### config.mk
export PLATFORM = sky130hd
export DESIGN_NAME = pipelined_wide_adder
export DESIGN_NICKNAME = d
export VERILOG_FILES = /design/src/rtl/pipelined_wide_adder.sv
export SDC_FILE = /design/constraint.sdc
export NUM_CORES = 2
export LEC_CHECK = 0
export CELL_PAD_IN_SITES_DETAIL_PLACEMENT = 1
export CELL_PAD_IN_SITES_GLOBAL_PLACEMENT = 1
export CORE_MARGIN = 3
export CORE_UTILIZATION = 42
export DETAILED_ROUTE_END_ITERATION = 10
export GPL_TIMING_DRIVEN = 1
export PLACE_DENSITY = 0.91
export SLEW_MARGIN = 20
export SYNTH_ARGS = -nofsm -noshare
export SYNTH_HDL_FRONTEND = slang
export SYNTH_SLANG_ARGS = --single-unit
### constraint.sdc
create_clock -name clock -period 5.5 [get_ports clock]
set_clock_uncertainty 0.1 [all_clocks]
set_input_delay 1.1 -clock clock [delete_from_list [all_inputs] [get_ports clock]]
set_output_delay 1.1 -clock clock [all_outputs]
set_load 0.03 [all_outputs]
### src/rtl/pipelined_wide_adder.sv
// pipelined_wide_adder: WIDTH-bit add/subtract split into CHUNK-bit slices,
// one slice per pipeline stage, with the carry registered between stages.
// Valid/ready handshake with a single global advance enable: when the result
// at the tail is stalled, the whole pipe (bubbles included) holds.
module pipelined_wide_adder #(
  parameter int WIDTH = 256,
  parameter int CHUNK = 64,
  parameter int TAG_W = 8
) (
  input  logic             clock,
  input  logic             reset_n,
  input  logic             in_valid,
  output logic             in_ready,
  input  logic [WIDTH-1:0] in_a,
  input  logic [WIDTH-1:0] in_b,
  input  logic             in_cin,
  input  logic             in_sub,
  input  logic [TAG_W-1:0] in_tag,
  output logic             out_valid,
  input  logic             out_ready,
  output logic [WIDTH-1:0] out_sum,
  output logic             out_cout,
  output logic             out_ovf,
  output logic [TAG_W-1:0] out_tag
);
  // Pipeline depth; WIDTH is expected to be a multiple of CHUNK.
  localparam int STAGES = WIDTH / CHUNK;

  // Per-stage state. a/b carry the (already inverted for subtract) operands
  // forward so later stages can consume their slice and the tail can see the
  // sign bits; sum accumulates finished slices; c is the inter-stage carry.
  typedef struct packed {
    logic [WIDTH-1:0] a;
    logic [WIDTH-1:0] b;
    logic [WIDTH-1:0] sum;
    logic             c;
    logic             sub;
    logic [TAG_W-1:0] tag;
  } stg_t;

  logic en;

  // Whole pipe advances unless a finished result is waiting on the consumer.
  assign en       = !out_valid || out_ready;
  assign in_ready = en;

  for (genvar k = 0; k < STAGES; k++) begin : g_stg
    stg_t           src;
    stg_t           stg_d;
    stg_t           stg_q;
    logic           vld_src;
    logic           vld_q;
    logic [CHUNK:0] add_w;

    if (k == 0) begin : g_head
      // Subtract is A + ~B + ~borrow_in, so invert B and the carry-in here.
      assign src = '{a:   in_a,
                     b:   in_sub ? ~in_b : in_b,
                     sum: '0,
                     c:   in_sub ^ in_cin,
                     sub: in_sub,
                     tag: in_tag};
      assign vld_src = in_valid;
    end else begin : g_body
      assign src     = g_stg[k-1].stg_q;
      assign vld_src = g_stg[k-1].vld_q;
    end

    // The only adder in this stage: one CHUNK-wide slice plus carry.
    assign add_w = {1'b0, src.a[k*CHUNK +: CHUNK]}
                 + {1'b0, src.b[k*CHUNK +: CHUNK]}
                 + {{CHUNK{1'b0}}, src.c};

    // Merge this stage's slice and carry into the forwarded state.
    always_comb begin
      stg_d                       = src;
      stg_d.sum[k*CHUNK +: CHUNK] = add_w[CHUNK-1:0];
      stg_d.c                     = add_w[CHUNK];
    end

    // Stage register: cleared on reset, frozen while the tail is stalled.
    always_ff @(posedge clock) begin
      if (!reset_n) begin
        stg_q <= '0;
        vld_q <= 1'b0;
      end else if (en) begin
        stg_q <= stg_d;
        vld_q <= vld_src;
      end
    end
  end

  // Tail stage drives the outputs; all-zero state after reset gives zero flags.
  assign out_valid = g_stg[STAGES-1].vld_q;
  assign out_sum   = g_stg[STAGES-1].stg_q.sum;
  assign out_tag   = g_stg[STAGES-1].stg_q.tag;
  // Carry-out of A + ~B + ~bin is the inverse of the borrow-out.
  assign out_cout  = g_stg[STAGES-1].stg_q.sub ^ g_stg[STAGES-1].stg_q.c;
  // Signed overflow: like-signed effective operands with a differently-signed result.
  assign out_ovf   = (g_stg[STAGES-1].stg_q.a[WIDTH-1] == g_stg[STAGES-1].stg_q.b[WIDTH-1])
                  && (g_stg[STAGES-1].stg_q.sum[WIDTH-1] != g_stg[STAGES-1].stg_q.a[WIDTH-1]);

endmodule

==> flow_summary.toml <==
[global_route]
overflow_left_after_global_routing = 0
maximum_number_of_pins_on_one_net_before_global_route_repair = 239
initial_antenna_violation_count = 19
met3_use_gr = 0.0558
first_global_vias = 63000
groute.layer.met1.usage = 0.335
grt-busiest-layer = "met2"
globalRouteMet2Util = 0.445
grt_first_pass_wirelength_um = 356000
global_route.usage.total = 0.270

[timing]
finalWorstSetupSlack_ns = 0.639
rsz0062_at_grt = "no"
slew_headroom = 0.122
period_minus_slack_ns = 4.86
max_freq_ghz = 0.206
timing.final.hold_violations = 0
worst_slew_pin_slew_ns = 1.32
drv_slew = 0
setup-violations-final = 0
final_worst_path_cycle_share = 0.884

[worst_setup_path]
worst_r2r_startpoint = "g_stg[0].stg_q[9]"
worst_setup_path_end_kind = "flip-flop"
slowest_delay_ns = 0.58
cell_chain_of_the_critical_path = "clkdlybuf4s50_1, xor2_1, fa_1, inv_1, fa_1, nor2b_1, o2111ai_1, a21oi_1, a211oi_1, nand3_1, a31o_2, a31oi_1, o21bai_1, a21oi_1, xnor2_1, o21ai_1"
startpoint = "in_cin"
timing.rr.end = "g_stg[1].stg_q[9]"
startpoint_type = "input pin"
worstPathMaxFanout = 5
worst_ep_required_time_ns = 6.05
arrival_ns = 5.41
critPathSlowestCell = "clkdlybuf4s50_1"
critical_path.n_buffers_inverters = 2
r2r_cells = 13
reg2reg_setup_slack_ns = 0.93
critical_path_class = "input pin to flip-flop"
critPathTopFamily = "compound AO/OA/AOI/OAI gates"

[job]
max_cap_viol_count = 0

[drt]
route.detailed.drc = 0
vias_per_cell = 5.53
dr.pass1.iters = 5
routedWlPerCell_um = 21.2
vias = 60800
postRouteWirelength_um = 233000
drtIter0Drc = 4300
postRouteAntennaNets = 0

[cts]
clock_sink_count = 1454
cts_resized = 0
clk_path_buf_depth = 3
cts.hold.buffers_added = 0
cts_tree = "built"
numCtsBuffers = 158
post_cts.repair.setup_buffers = 0
ctsHtreeMaxLevel = 4
clockRootBuffer = "clkbuf_16"
clkSlewWorstSetupHoldPaths_ns = 0.06
clkLatencyLatePin_ns = 0.79

[logic_synthesis]
syn_area_per_cell_sq_um = 7.79
synth_top_area_frac = 0.433
synth-main-ff-cell = "dfxtp_1"
synthesis.instances = 8625
synthArstFlopShare = 0
yosys.cell_types.count = 80
synth.cells.most_frequent = "nand2_1, dfxtp_1, a21oi_1"
synth.cell_area_sq_um = 67200
yosys_warnings = 0
yosys_register_bits = 1454
synth.top_cells.by_area = "dfxtp_1, nand2_1, a21oi_1, ha_1, xnor2_1"
synthDominantAreaCellType = "dfxtp_1"
synth_nets = 9411
post-synth-top-count-cell = "nand2_1"
synth.yosys.seq_area_share = 0.433
number_of_synthesized_flops_with_an_enable_pin = 0

[placed_design]
place_ws_ns = -0.0696
gp_congestion = 0.932
hpwlAfterDp_um = 164000
placed_cell_area_sq_um = 74300
buffer_ports.inserted = 793

[outcome]
run_status = "complete, no violations"

[worst_hold_path]
whs_path_depth = 2
worstHoldStart = "g_stg[2].stg_q[183]"
min_path_type = "flip-flop to flip-flop"
timing.hold.worst_endpoint = "g_stg[2].stg_q[183]"

[floorplanning]
top_level_ports = 794
design.die.area_sq_um = 165000
floorplan.initialDensity = 0.423
die_height_um = 406
floorplan.die.width_um = 406
total_core_area_sq_um = 159000
rows = 146

[power]
vdd.ir_drop.worst_mv = 0.290
power_density_nw_per_um2 = 332
p_leak_uw = 0.0312

[layout]
syn2layout_area_growth_pct = 18.6
design.final.nets = 9575
num-fill-cells = 18900
drive_gt1_frac = 0.0379
finalInstanceArea_sq_um = 79700
==> metrics by stage <==
stage | hold WS [ns] | std cells | util | setup TNS (ns) | total power (uW)
after global routing | 0.361 | 11000 | 0.502 | 0 | 27500
after global placement | 0.333 | 10700 | 0.468 | 0 | 15500
final | 0.349 | 11000 | 0.502 | 0 | 26500
after floorplan | 0.325 | 8625 | - | 0 | 14200
after detailed placement | 0.343 | 10700 | 0.468 | -0.0696 | 15700
after CTS | 0.347 | 11000 | 0.502 | 0 | 26600
==> power breakdown <==
group | switching, uW | internal [uW]
logic | 2220 | 1580
registers | 466 | 11300
clock network | 4530 | 6390
total | 7220 | 19200
==> registers in the layout, indices dropped and copies added (netlist names) <==
register and flops:
out_sum 256, out_valid 1, g_stg.vld_q 3, out_tag 8, g_stg.stg_q 1186
==> worst min-delay path: cells and delay by family, from the launching register on <==
kind               cells  cell delay, ns
and+or+nand+nor        1            0.05
DFF                    1            0.31
AOI/OAI and AO/OA      1            0.05
==> area by class of cell <==
class | instances | area, sq um | area share
repair buffers | 852 | 8660 | 0.109
well taps | 2072 | 2590 | 0.0325
inverters | 74 | 293 | 0.00367
clock buffers | 232 | 4640 | 0.0582
multi-input cells | 6249 | 33700 | 0.422
clock inverters | 58 | 714 | 0.00896
flip-flops and latches | 1454 | 29100 | 0.365
diodes | 14 | 35.0 | 0.000440
==> worst max-delay path by stage <==
stage	end	slack, ns	cells past startpoint
2_1_floorplan	g_stg[0].stg_q[69]	0.37	16
3_3_place_gp	g_stg[0].stg_q[56]	0.002	16
3_5_place_dp	g_stg[0].stg_q[56]	-0.07	16
4_1_cts	g_stg[0].stg_q[56]	0.79	16
5_1_grt	g_stg[0].stg_q[56]	0.55	16
6_report	g_stg[0].stg_q[56]	0.64	16
==> metal layers <==
metal	routed length, um	share of wire
met2	108000	0.46
met3	14200	0.061
met5	122	0.00052
met1	98300	0.42
met4	12000	0.051
==> placed cells by master, fill, tap and decap left out, drive strengths merged, types with 15 or more instances in the layout <==
cell type	netlist	routed
nand3	59	59
ha	252	252
nand2	2513	2513
nor2b	17	17
nor3	45	45
o21ai	228	228
or3	15	15
clkbuf	551	232
xor2	150	150
o21a	23	23
o21bai	62	62
clkinv	2	32
buf	297	61
a21oi	1413	1413
a31oi	36	36
o31ai	21	21
nand4	67	67
and2	16	16
a211oi	247	247
dfxtp	1454	1454
inv	72	80
clkdlybuf4s50	0	791
and3	23	23
xnor2	329	329
o211ai	21	21
a21o	163	163
nor2	377	377
==> logic make-up (layout without fill, tap and decap cells) <==
family,count (synthesis),after routing,synth area share
other cells,0,14,0
mux,2,2,0.000298
buf+inv,922,1216,0.0663
flops,1454,1454,0.433
simple gates,3182,3182,0.187
fa+ha+maj,260,260,0.0493
xor+xnor,479,479,0.0624
compound gates,2326,2326,0.201
Power figures use the tool's default switching activity.
